## src/rtl/csr_access_unit.sv

```systemverilog
// CSR access sequencer between the WB stage and the CSR register file.
// Runs one CSR instruction at a time: read the old value, optionally write, then return the old value for rd.
module csr_access_unit #(
    parameter int ADDR_W = 14,
    parameter int DATA_W = 32,
    parameter int REG_W  = 5
) (
    input  logic              clk_i,
    input  logic              rst_ni,
    input  logic              req_valid_i,
    output logic              req_ready_o,
    input  logic [2:0]        req_op_i,
    input  logic [ADDR_W-1:0] req_num_i,
    input  logic [DATA_W-1:0] req_wdata_i,
    input  logic [DATA_W-1:0] req_mask_i,
    input  logic [REG_W-1:0]  req_dest_i,
    input  logic              flush_i,
    output logic [ADDR_W-1:0] csr_raddr_o,
    input  logic [DATA_W-1:0] csr_rdata_i,
    output logic              csr_we_o,
    output logic [ADDR_W-1:0] csr_waddr_o,
    output logic [DATA_W-1:0] csr_wdata_o,
    input  logic [63:0]       time_64_i,
    input  logic [DATA_W-1:0] time_tid_i,
    output logic              resp_valid_o,
    input  logic              resp_ready_i,
    output logic [DATA_W-1:0] resp_rdata_o,
    output logic [REG_W-1:0]  resp_dest_o,
    output logic              busy_o
);

    typedef enum logic [1:0] {IDLE, READ, WRITE, RESP} state_e;

    localparam logic [2:0] OP_CSRRD   = 3'd0;
    localparam logic [2:0] OP_CSRWR   = 3'd1;
    localparam logic [2:0] OP_CSRXCHG = 3'd2;
    localparam logic [2:0] OP_RDCNTVL = 3'd3;
    localparam logic [2:0] OP_RDCNTVH = 3'd4;
    localparam logic [2:0] OP_RDCNTID = 3'd5;

    state_e            state_q, state_d;
    logic [2:0]        op_q, op_d;
    logic [ADDR_W-1:0] num_q, num_d;
    logic [DATA_W-1:0] wdata_q, wdata_d;
    logic [DATA_W-1:0] mask_q, mask_d;
    logic [REG_W-1:0]  dest_q, dest_d;
    logic [DATA_W-1:0] old_q, old_d;
    logic [DATA_W-1:0] read_val;

    always_comb begin
        read_val = '0;
        case (op_q)
            OP_CSRRD, OP_CSRWR, OP_CSRXCHG: read_val = csr_rdata_i;
            OP_RDCNTVL: read_val = time_64_i[DATA_W-1:0];
            OP_RDCNTVH: read_val = time_64_i[63:32];
            OP_RDCNTID: read_val = time_tid_i;
            default:    read_val = '0;
        endcase
    end

    always_comb begin
        state_d = state_q;
        op_d    = op_q;
        num_d   = num_q;
        wdata_d = wdata_q;
        mask_d  = mask_q;
        dest_d  = dest_q;
        old_d   = old_q;
        case (state_q)
            IDLE: begin
                if (req_valid_i && !flush_i) begin
                    op_d    = req_op_i;
                    num_d   = req_num_i;
                    wdata_d = req_wdata_i;
                    mask_d  = req_mask_i;
                    dest_d  = req_dest_i;
                    state_d = READ;
                end
            end
            READ: begin
                old_d   = read_val;
                state_d = (op_q == OP_CSRWR || op_q == OP_CSRXCHG) ? WRITE : RESP;
            end
            WRITE: state_d = RESP;
            RESP: begin
                if (resp_ready_i) state_d = IDLE;
            end
            default: state_d = IDLE;
        endcase
        // A flush abandons whatever is in flight, whatever the state.
        if (flush_i) state_d = IDLE;
    end

    always_ff @(posedge clk_i or negedge rst_ni) begin
        if (!rst_ni) begin
            state_q <= IDLE;
            op_q    <= '0;
            num_q   <= '0;
            wdata_q <= '0;
            mask_q  <= '0;
            dest_q  <= '0;
            old_q   <= '0;
        end else begin
            state_q <= state_d;
            op_q    <= op_d;
            num_q   <= num_d;
            wdata_q <= wdata_d;
            mask_q  <= mask_d;
            dest_q  <= dest_d;
            old_q   <= old_d;
        end
    end

    assign req_ready_o  = (state_q == IDLE);
    assign busy_o       = (state_q != IDLE);
    assign csr_raddr_o  = num_q;
    assign csr_waddr_o  = num_q;
    assign csr_we_o     = (state_q == WRITE) && !flush_i;
    // Exchange keeps the bits of the old value that the mask leaves clear.
    assign csr_wdata_o  = (op_q == OP_CSRXCHG) ? ((wdata_q & mask_q) | (old_q & ~mask_q)) : wdata_q;
    assign resp_valid_o = (state_q == RESP) && !flush_i;
    assign resp_rdata_o = old_q;
    assign resp_dest_o  = dest_q;

endmodule

```

## config.mk

```make
export PLATFORM = sky130hd
export DESIGN_NAME = csr_access_unit
export DESIGN_NICKNAME = d
export VERILOG_FILES = /design/src/rtl/csr_access_unit.sv
export SDC_FILE = /design/constraint.sdc
export NUM_CORES = 1
export LEC_CHECK = 0
export CORE_ASPECT_RATIO = 0.7
export CORE_MARGIN = 4
export CORE_UTILIZATION = 40
export DETAILED_ROUTE_END_ITERATION = 10
export DONT_BUFFER_PORTS = 1
export PLACE_DENSITY_LB_ADDON = 0.3
export SLEW_MARGIN = 25
export SYNTH_ARGS = -nofsm -noshare
export SYNTH_HDL_FRONTEND = slang
export SYNTH_SLANG_ARGS = --single-unit
```

## constraint.sdc

```tcl
create_clock -name clk_i -period 2.3 [get_ports clk_i]
set_input_delay 0.115 -clock clk_i [delete_from_list [all_inputs] [get_ports clk_i]]
set_output_delay 0.115 -clock clk_i [all_outputs]
set_load 0.01 [all_outputs]
```

==> key figures, run 1 <==
Status
  – Status: complete, but fails checks
  – Violated checks: negative hold slack

Die
  – Die area: 0.0180 mm²
  – Die Ht: 113 µm
  – Die width: 159 µm
  – Placement Rows: 38
  – Initial Utilization: 40.9%
  – Top-Level Pins: 320
  – Core area: 0.0155 mm²

Clock network
  – CTS sink cnt: 120
  – Worst-skew pair later-pin latency: 0.40 ns
  – CTS Hold Bufs: 87
  – Clock Tree Buf Depth: 2
  – TritonCTS clock tree: built
  – Number of buffers created by CTS: 17
  – CTS clock-pin slew for the worst setup and hold paths: 0.06 ns
  – H-tree depth: 4
  – Root Buffer: clkbuf_16

Synth
  – Library cells used by synthesis: 25
  – Synth Warn #: 0
  – Post-synthesis sequential area ratio: 47.2%
  – Seq cells post-synth: 120
  – Synthesized area: 0.00636 mm²
  – Syn Inst Count: 577
  – Avg Inst Size Synth: 11.0 µm²
  – Syn nets: 800

Layout
  – Most common cell after layout, fill and taps aside: mux2_2
  – Antenna cells: 0
  – # nets final: 858
  – Synth-to-layout area growth: 25.0%
  – Most frequent cells in the layout: mux2_2, dfrtp_1, dlygate4sd3_1
  – Layout cell share with drive strength beyond 1: 26.0%

Flow run
  – Max-cap viol count: 0

Power and ir drop
  – Comb power frac: 35.5%
  – Worst VDD drop: 0.799 mV
  – Switching power: 0.00413 W
  – Power, Total: 0.0112 W
  – Int Power: 0.00702 W
  – Sequential power share: 38.7%
  – Leak Pwr: 3.38 nW
  – Power Density: 1400 mW/mm²
  – Clock power frac: 25.8%
  – Switching share of power: 37.1%

Placed design
  – Routability Congestion: 0.769
  – Port bufs: 0
  – HPWL after detailed placement: 12600 µm

Global routing
  – GRT Resource Usage Total: 19.9%
  – Vias in the first global route: 4995
  – Largest net degree at the start of global routing: 121
  – First-pass GRT wire length: 27700 µm
  – Remaining global-route overflow: 0
  – Initial antenna violation count: 3

STA
  – Crit share post-route: 94.8%
  – Final hold viol count: 120
  – RSZ-0062 raised after global routing: no
  – Relative slew slack: 70.7%
  – Final min period: 2.18 ns
  – Final hold slack: -0.596 ns
  – Max Clock Skew: 0.00578 ns
  – Setup TNS: 0 ns
  – Count of pins over their slew limit: 0
  – Max Freq: 0.459 GHz
  – Least-Margin Pin Slew: 0.440 ns
  – # setup viols final: 0

Setup path
  – CP delay by family, top: simple AND/OR/NAND/NOR gates
  – Worst path max stage delay: 0.45 ns
  – Worst Path Max Fanout: 23
  – Critical-path cell list: or3b_1, buf_6, nor2_1, mux2_1
  – Crit path required time: 2.18 ns
  – Crit path arrival time: 2.07 ns
  – CP Class: reg -> out
  – Critical path buffer and inverter count: 1
  – FF-to-FF path depth: 5
  – Crit-path slowest cell: or3b_1
  – Worst setup EP type: output pin
  – Worst setup SP type: flop
  – WP depth: 4

Drt
  – Final wirelength: 18500 µm
  – Vias: 4687
  – # DRC: 0
  – Post-route ant nets: 0
  – Vias per cell: 5.54
  – Iteration-0 DRC Markers: 272
  – Wire per inst: 21.9 µm
  – DR pass1 iterations: 4

Hold path
  – Min-Delay Path Class: in -> async
Yosys cell counts:
| cell type | instances | area share (%) |
|---|---|---|
| a31oi_1 | 32 | 3.1 |
| a211o_1 | 1 | 0.14 |
| nor2_1 | 62 | 3.7 |
| buf_2 | 14 | 1.1 |
| mux2i_1 | 1 | 0.16 |
| a21boi_0 | 32 | 3.8 |
| o21ai_0 | 32 | 2.5 |
| mux2_1 | 28 | 5.0 |
| and3_1 | 32 | 3.1 |
| buf_6 | 4 | 0.71 |
| or3b_1 | 1 | 0.14 |
| buf_4 | 14 | 1.7 |
| nand3_1 | 1 | 0.079 |
| xnor2_1 | 1 | 0.14 |
| nor2_2 | 2 | 0.20 |
| a21oi_1 | 1 | 0.079 |
| clkbuf_1 | 27 | 1.6 |
| inv_1 | 5 | 0.30 |
| nand2b_1 | 2 | 0.20 |
| nor2b_1 | 4 | 0.39 |
| o2111a_1 | 2 | 0.35 |
| mux2_2 | 122 | 22 |
| ha_1 | 4 | 0.79 |
| nand2_1 | 33 | 1.9 |
| dfrtp_1 | 120 | 47 |
timing repair:
action,4_1_cts,5_1_grt
buffers inserted,0,0
resized for setup,0,1
setup endpoints to repair,0,5
endpoints found under the hold margin,207,120
per-layer routing:
metal	vias to the layer above	share of wire (%)	GRT usage [%]
met2	213	49	34.1
met5	-	0.18	0
li1	2130	-	-
met4	6	1.3	5.06
met3	29	9.9	8.38
met1	2309	39	23.1
path summary, 6_finish.rpt:
check                               from                to  slack, ns
min in group clk_i         time_64_i[50]  resp_rdata_o[18]       0.06
hold / removal                    rst_ni        mask_q[17]      -0.60
setup reg to reg              state_q[0]        wdata_q[0]       0.32
max in group asynchronous         rst_ni           op_q[0]       2.59
setup / recovery                 op_q[2]   csr_wdata_o[18]       0.12
hold reg to reg              wdata_q[27]       wdata_q[27]       0.50
stage by stage:
step	cells	hold WS [ns]	area [µm²]	utilization (%)	setup WS (ns)
after CTS	846	-0.620	7940	51.1	0.0275
after floorplan	577	-0.181	6360	-	0.535
final	846	-0.596	7950	51.1	0.119
after detailed placement	729	-0.178	6440	41.4	0.306
after global routing	846	-0.633	7950	51.1	0.0238
after global placement	729	-0.177	6440	41.4	0.374
power by group through the flow:
stage | clock network (W) | registers [W] | logic, W
after detailed placement | 0 | 0.00433 | 0.00385
after floorplan | 0 | 0.00394 | 0.00339
after global placement | 0 | 0.00430 | 0.00371
after global routing | 0.00304 | 0.00447 | 0.00436
after CTS | 0.00294 | 0.00431 | 0.00398
final | 0.00287 | 0.00432 | 0.00396
final cells by class:
| type | count | area (µm²) |
|---|---|---|
| Fill cell | 1350 | 7600 |
| Timing Repair Buffer | 98 | 1010 |
| Inverter | 5 | 18.8 |
| Multi-Input combinational cell | 393 | 3030 |
| Sequential cell | 120 | 3010 |
| Clock inverter | 9 | 173 |
| Tap cell | 200 | 250 |
| Clock buffer | 21 | 460 |
cell families (layout without fill, tap and decap cells):
family / after synthesis / count (layout) / share of synthesized area, %
xor+xnor: 1 / 1 / 0.138
mux: 151 / 151 / 26.7
buf+inv: 64 / 133 / 5.35
compound gates: 100 / 100 / 10.0
flops: 120 / 120 / 47.2
simple gates: 137 / 137 / 9.76
fa+ha+maj: 4 / 4 / 0.787
state kept, by name (all words and copies together), names as in the netlist:
register      flops
mask_q           32
state_q           2
wdata_q          32
csr_raddr_o      14
op_q              3
resp_rdata_o     32
resp_dest_o       5
Power figures use the tool's default switching activity.
==> inputs of run 2 (changes only) <==
--- a/config.mk
+++ b/config.mk
@@ -5,6 +5,7 @@
 export SDC_FILE = /design/constraint.sdc
 export NUM_CORES = 1
 export LEC_CHECK = 0
+export ABC_AREA = 1
 export CORE_ASPECT_RATIO = 0.7
 export CORE_MARGIN = 4
 export CORE_UTILIZATION = 40
==> run 2 against run 1 <==
The run still ends with negative hold slack left. Cell area up 8.8%. Global-route usage up 5.6 points. Register-to-register slack worse by 0.15 ns. Cell count up 26%. Combinational power up 19%. Worst setup slack better by 0.038 ns. Non-clock buffer count up 73. Sequential power down 2%. Clock power down 5%. Clock skew up 0.0033 ns. Flip-flop and latch count unchanged. Die area up 0.65%.
==> key figures, run 2 <==
Setup path
  – Crit-path most repeated cell: nor2_1
  – Critical-path cell list: inv_2, nor2_1, nand2_4, buf_12, nor2_1, nor2_1, nor2_1, buf_4
  – CP Class: reg -> out
  – Worst Path Max Fanout: 24 (+4.3%)
  – FF-to-FF path depth: 6 (+1)
  – CP endpoint: csr_wdata_o[1]
  – Critical Path Source: op_q[1]
  – Reg2reg start: op_q[1]
  – Crit path required time: 2.18 ns (about the same)
  – Crit-path slowest cell: dfrtp_2
  – Worst setup SP type: flop
  – R2r endpoint: resp_rdata_o[16]
  – Crit path arrival time: 2.03 ns (-0.04 ns)
  – Setup slack, reg-to-reg: 0.17 ns (-0.15 ns)
  – Worst path max stage delay: 0.50 ns (+0.05 ns)
  – Worst setup EP type: output pin

Clock network
  – CTS Hold Bufs: 155 (+78%)
  – Postcts setup bufs: 0 (unchanged)
  – TritonCTS clock tree: built
  – Worst-skew pair later-pin latency: 0.41 ns (about the same)
  – H-tree depth: 4 (unchanged)
  – Number of buffers created by CTS: 17 (unchanged)
  – Root Buffer: clkbuf_16
  – CTS sink cnt: 120 (unchanged)
  – CTS clock-pin slew for the worst setup and hold paths: 0.06 ns (about the same)
  – Clock Tree Buf Depth: 2 (unchanged)

Global routing
  – GRT Resource Usage Total: 25.5% (+5.6 points)
  – Largest net degree at the start of global routing: 121 (unchanged)
  – Vias in the first global route: 6539 (+31%)
  – Initial antenna violation count: 0 (-3)
  – Remaining global-route overflow: 0 (unchanged)
  – First-pass GRT wire length: 36200 µm (+31%)

STA
  – Relative slew slack: 27.7% (-43 points)
  – Max Clock Skew: 0.00908 ns (+0.00330 ns)
  – RSZ-0062 raised after global routing: no
  – Final hold viol count: 120 (unchanged)
  – Final setup margin: 0.158 ns (+0.0385 ns)
  – Least-Margin Pin Slew: 1.08 ns (+0.643 ns)
  – Final hold slack: -0.602 ns (-0.00559 ns)
  – Count of pins over their slew limit: 0 (unchanged)
  – # setup viols final: 0 (unchanged)
  – Setup TNS: 0 ns (unchanged)
  – Max Freq: 0.467 GHz (+1.8%)
  – Crit share post-route: 93.1% (-1.7 points)
  – Final min period: 2.14 ns (-0.0385 ns)

Placed design
  – Port bufs: 0 (unchanged)
  – HPWL after detailed placement: 14500 µm (+15%)
  – Routability Congestion: 0.835 (+8.6%)
  – Cell Area, Placed: 0.00647 mm² (+0.45%)
  – Place WS: 0.341 ns (+0.0353 ns)

Power and ir drop
  – Comb power frac: 40.3% (+4.8 points)
  – Power Density: 1360 mW/mm² (-3.4%)
  – Switching power: 0.00504 W (+22%)
  – Switching share of power: 43.0% (+5.9 points)
  – Worst VDD drop: 0.610 mV (-24%)
  – Power, Total: 0.0117 W (+5.1%)
  – Clock power frac: 23.4% (-2.4 points)
  – Sequential power share: 36.3% (-2.4 points)
  – Leak Pwr: 4.02 nW (+19%)
  – Int Power: 0.00668 W (-4.8%)

Layout
  – Most common cell after layout, fill and taps aside: dlygate4sd3_1
  – Register area: 0.00301 mm² (about the same)
  – # nets final: 1074 (+25%)
  – Multi-input gate area: 0.00302 mm² (-0.41%)
  – Layout fillers: 1301 (-3.6%)
  – Post-route cell area: 0.00864 mm² (+8.8%)
  – Synth-to-layout area growth: 35.0%
  – Layout cell share with drive strength beyond 1: 15.2% (-11 points)
  – Most frequent cells in the layout: dlygate4sd3_1, nand2_1, dfrtp_1
  – Antenna cells: 0 (unchanged)

Synth
  – Synthesized area: 0.00640 mm² (+0.69%)
  – Post-synthesis sequential area ratio: 46.9% (-0.32 points)
  – Seq cells post-synth: 120 (unchanged)
  – Library cells used by synthesis: 21 (-16%)
  – Post-synth EDFFs: 0 (unchanged)
  – Main flop type after synthesis: dfrtp_1
  – Top cells by count, synth: nand2_1, dfrtp_1, nor2_1
  – Avg Inst Size Synth: 8.78 µm² (-20%)
  – Synth Warn #: 0 (unchanged)
  – Largest area contributor in the netlist: dfrtp_1
  – Most frequent cell after synthesis: nand2_1
  – Syn Inst Count: 729 (+26%)
  – Syn nets: 952 (+19%)
  – Share of the synthesized area in the top cell type: 46.9% (-0.32 points)
  – Asr flop ratio synth: 100% (unchanged)
  – Top cells by area, synth: dfrtp_1, mux2_2, nand2_1

Die
  – Initial Utilization: 41.1% (+0.16 points)
  – Die width: 159 µm (+0.33%)
  – Core area: 0.0156 mm² (+0.31%)
  – Placement Rows: 38 (unchanged)
  – Die area: 0.0181 mm² (+0.65%)
  – Die Ht: 114 µm (+0.32%)
  – Top-Level Pins: 320 (unchanged)

Drt
  – # DRC: 0 (unchanged)
  – Vias per cell: 5.82 (+5.0%)
  – Vias: 6189 (+32%)
  – Iteration-0 DRC Markers: 568 (+110%)
  – Post-route ant nets: 0 (unchanged)
  – Wire per inst: 22.1 µm (+1.0%)
  – DR pass1 iterations: 7 (+3)
  – Final wirelength: 23500 µm (+27%)

Status
  – Status: complete, but fails checks
  – Violated checks: negative hold slack

Flow run
  – Max-cap viol count: 0 (unchanged)

Hold path
  – Min-Delay Path Class: in -> async
-- run 2: changes by cell type after synthesis, sizes merged, moves of 14 or more --
cell / delta
nand3: +64
and3: -32
a21boi: -32
nand2: +107
clkbuf: -14
nor2: +41
nor3: +32
buf: +24
nand4: +64
a31oi: -32
mux2: -66
-- run 2: cell families after synthesis --
group	Yosys count	share of synthesized area, %
adder cells (fa/ha/maj)	4	0.782
AND/OR/NAND/NOR	406	28.4
AO/OA/AOI/OAI	37	2.89
multiplexers	84	14.8
flip-flops	120	46.9
buffers and inverters	78	6.29
-- run 2: worst min-delay path by stage --
stage	from	end	slack (ns)
final	rst_ni	wdata_q[7]	-0.60
after global routing	rst_ni	wdata_q[7]	-0.63
after CTS	rst_ni	wdata_q[7]	-0.62
after detailed placement	rst_ni	wdata_q[7]	-0.18
after global placement	rst_ni	wdata_q[7]	-0.18
after floorplan	rst_ni	csr_raddr_o[0]	-0.18
-- run 2: area by class of cell --
class | count | area share, %
Tap cell | 200 | 2.90
Inverter | 9 | 0.391
Multi-Input combinational cell | 532 | 34.9
Timing Repair Buffer | 171 | 20.0
Sequential cell | 120 | 34.8
Clock inverter | 12 | 1.74
Clock buffer | 20 | 5.28
-- run 2: stage by stage --
stage | util [%] | instances
after floorplan | - | 729
after global placement | 41.5 | 876
after detailed placement | 41.5 | 876
after CTS | 55.3 | 1063
after global routing | 55.4 | 1064
final | 55.4 | 1064
-- run 2: routing by layer --
layer | global-route usage, % | vias up | wire length [µm]
li1 | - | 2741 | -
met5 | 0 | - | 0
met2 | 44.4 | 390 | 11700
met1 | 29.6 | 3010 | 9100
met3 | 8.81 | 48 | 2220
met4 | 9.48 | 0 | 519
-- run 2: timing repair --
| action | 4_1_cts | 5_1_grt |
|---|---|---|
| gates resized for setup | 0 | 3 |
| endpoints found under the setup margin | 0 | 23 |
| endpoints found under the hold margin | 237 | 120 |
-- run 2: worst max-delay path: cells and delay by family (launching register included) --
family | cells | cell delay, ns
buffers and inverters | 3 | 0.44
DFF | 1 | 0.50
and+or+nand+nor | 5 | 0.66
-- run 2: power groups by stage --
stage               sequential, W  combinational, W  clock [W]
finish                    0.00425           0.00473    0.00274
global route              0.00438           0.00518    0.00290
CTS                       0.00420           0.00456    0.00279
detailed placement        0.00423           0.00423          0
global placement          0.00417           0.00405          0
floorplan                 0.00385           0.00350          0
==> inputs of run 3 (changes only) <==
--- a/config.mk
+++ b/config.mk
@@ -11,6 +11,7 @@
 export CORE_UTILIZATION = 40
 export DETAILED_ROUTE_END_ITERATION = 10
 export DONT_BUFFER_PORTS = 1
+export MAX_ROUTING_LAYER = met4
 export PLACE_DENSITY_LB_ADDON = 0.3
 export SLEW_MARGIN = 25
 export SYNTH_ARGS = -nofsm -noshare
==> run 3 against run 2 <==
Cell count unchanged. Wire length about the same. Count of clock-buffer cells in the layout unchanged. Critical endpoint unchanged. The flow still finishes with violations (negative hold slack).
==> key figures, run 3 (synthesized netlist as in run 2, its figures left out) <==
Global routing
  – Largest net degree at the start of global routing: 121 (unchanged)
  – GRT Resource Usage Total: 26.3% (+0.75 points)
  – First-pass GRT wire length: 36200 µm (-0.15%)
  – Initial antenna violation count: 0 (unchanged)
  – Remaining global-route overflow: 0 (unchanged)
  – Vias in the first global route: 6533 (-0.092%)

Clock network
  – Root Buffer: clkbuf_16
  – Number of buffers created by CTS: 17 (unchanged)
  – TritonCTS clock tree: built
  – CTS Hold Bufs: 155 (unchanged)
  – CTS clock-pin slew for the worst setup and hold paths: 0.06 ns (about the same)
  – Clock Tree Buf Depth: 2 (unchanged)
  – CTS sink cnt: 120 (unchanged)
  – Worst-skew pair later-pin latency: 0.41 ns (about the same)
  – H-tree depth: 4 (unchanged)

STA
  – # setup viols final: 0 (unchanged)
  – Final hold viol count: 120 (unchanged)
  – Setup TNS: 0 ns (unchanged)
  – Final hold slack: -0.601 ns (+0.00113 ns)
  – RSZ-0062 raised after global routing: no
  – Crit share post-route: 93.3% (+0.17 points)
  – Final min period: 2.15 ns (+0.00386 ns)
  – Count of pins over their slew limit: 0 (unchanged)
  – Max Freq: 0.466 GHz (-0.18%)
  – Max Clock Skew: 0.00928 ns (+0.000203 ns)
  – Final setup margin: 0.154 ns (-0.00386 ns)
  – Least-Margin Pin Slew: 1.12 ns (+0.0415 ns)
  – Relative slew slack: 25.0% (-2.8 points)

Placed design
  – HPWL after detailed placement: 14500 µm (unchanged)
  – Placed cells: 876 (unchanged)
  – Place WS: 0.341 ns (unchanged)
  – Routability Congestion: 0.848 (+1.5%)
  – Port bufs: 0 (unchanged)

Drt
  – Post-route ant nets: 0 (unchanged)
  – Vias per cell: 5.84 (+0.44%)
  – # DRC: 0 (unchanged)
  – Iteration-0 DRC Markers: 466 (-18%)
  – Wire per inst: 22.1 µm (about the same)
  – Final wirelength: 23500 µm (about the same)
  – DR pass1 iterations: 5 (-2)
  – Vias: 6216 (+0.44%)

Layout
  – Layout fillers: 1301 (unchanged)
  – Most frequent cells in the layout: dlygate4sd3_1, nand2_1, dfrtp_1
  – Layout Cells excl Fill: 1064 (unchanged)
  – # nets final: 1074 (unchanged)
  – Final core utilization: 55.4% (unchanged)
  – Most common cell after layout, fill and taps aside: dlygate4sd3_1
  – Synth-to-layout area growth: 35.0% (unchanged)
  – Antenna cells: 0 (unchanged)
  – Layout cell share with drive strength beyond 1: 15.2% (unchanged)

Status
  – Status: complete, but fails checks
  – Violated checks: negative hold slack

Power and ir drop
  – Clock power frac: 23.4% (about the same)
  – Sequential power share: 36.3% (about the same)
  – Leak Pwr: 4.02 nW (unchanged)
  – Comb power frac: 40.3% (about the same)
  – Switching power: 0.00506 W (+0.29%)
  – Power Density: 1360 mW/mm² (+0.12%)
  – Int Power: 0.00668 W (about the same)
  – Power, Total: 0.0117 W (+0.12%)
  – Switching share of power: 43.1% (+0.072 points)
  – Worst VDD drop: 0.611 mV (about the same)

Die
  – Placement Rows: 38 (unchanged)
  – Die area: 0.0181 mm² (unchanged)
  – Die width: 159 µm (unchanged)
  – Initial Utilization: 41.1% (unchanged)
  – Top-Level Pins: 320 (unchanged)
  – Core area: 0.0156 mm² (unchanged)
  – Die Ht: 114 µm (unchanged)

Setup path
  – Worst setup SP type: flop
  – FF-to-FF path depth: 8 (+2)
  – Setup slack, reg-to-reg: 0.17 ns (about the same)
  – R2r endpoint: resp_rdata_o[5]
  – CP Class: reg -> out
  – Crit path arrival time: 2.03 ns (about the same)
  – Reg2reg start: op_q[0]
  – Crit path required time: 2.18 ns (about the same)
  – Worst setup EP type: output pin
  – Worst Path Max Fanout: 24 (unchanged)

Flow run
  – Max-cap viol count: 0 (unchanged)

Hold path
  – Min-Delay Path Class: in -> async
run 3: repair_timing:
item / 4_1_cts / 5_1_grt
resized for setup: 0 / 3
hold endpoints to repair: 237 / 120
setup endpoints to repair: 0 / 23
buffers inserted: 0 / 0
run 3: area by class of cell:
type,instances,area [µm²],area share (%)
clock buffer,20,457,5.28
clock inverter,12,150,1.74
inverter,9,33.8,0.391
multi-input combinational,532,3020,34.9
sequential,120,3010,34.8
tap,200,250,2.90
timing repair buffer,171,1730,20.0
run 3: power by group through the flow:
stage / registers [W] / clock network, W / logic, W
floorplan: 0.00385 / 0 / 0.00350
CTS: 0.00420 / 0.00279 / 0.00456
global route: 0.00438 / 0.00290 / 0.00518
finish: 0.00426 / 0.00275 / 0.00474
detailed placement: 0.00423 / 0 / 0.00423
global placement: 0.00417 / 0 / 0.00405
run 3: how the worst max path moves through the flow:
stage | end | start | slack (ns) | cells after the start
6_report | csr_wdata_o[1] | op_q[1] | 0.15 | 8
5_1_grt | csr_wdata_o[1] | op_q[1] | 0.03 | 8
4_1_cts | resp_rdata_o[14] | op_q[1] | 0.02 | 6
3_5_place_dp | resp_rdata_o[0] | op_q[1] | 0.34 | 5
3_3_place_gp | resp_rdata_o[0] | op_q[1] | 0.40 | 5
2_1_floorplan | wdata_q[10] | state_q[0] | 0.63 | 6
run 3: critical path, cell delays in order (launching register included):
cell and delay [ns]:
dfrtp_2 0.51, inv_2 0.06, nor2_1 0.16, nand2_4 0.20
buf_12 0.22, nor2_1 0.12, nor2_1 0.05, nor2_1 0.14
buf_4 0.16
run 3: metrics by stage:
stage,instance area [µm²],hold WS [ns]
after floorplan,6400,-0.181
after global placement,6470,-0.177
after detailed placement,6470,-0.178
after CTS,8630,-0.622
after global routing,8640,-0.632
final,8640,-0.601
run 3: metal layers:
| metal | GRT usage, % | share of wire [%] | vias to the layer above |
|---|---|---|---|
| li1 | - | - | 2736 |
| met1 | 30.2 | 39 | 3032 |
| met2 | 44.3 | 49 | 387 |
| met3 | 7.62 | 8.5 | 61 |
| met4 | 9.83 | 2.6 | 0 |
| met5 | - | 0 | - |
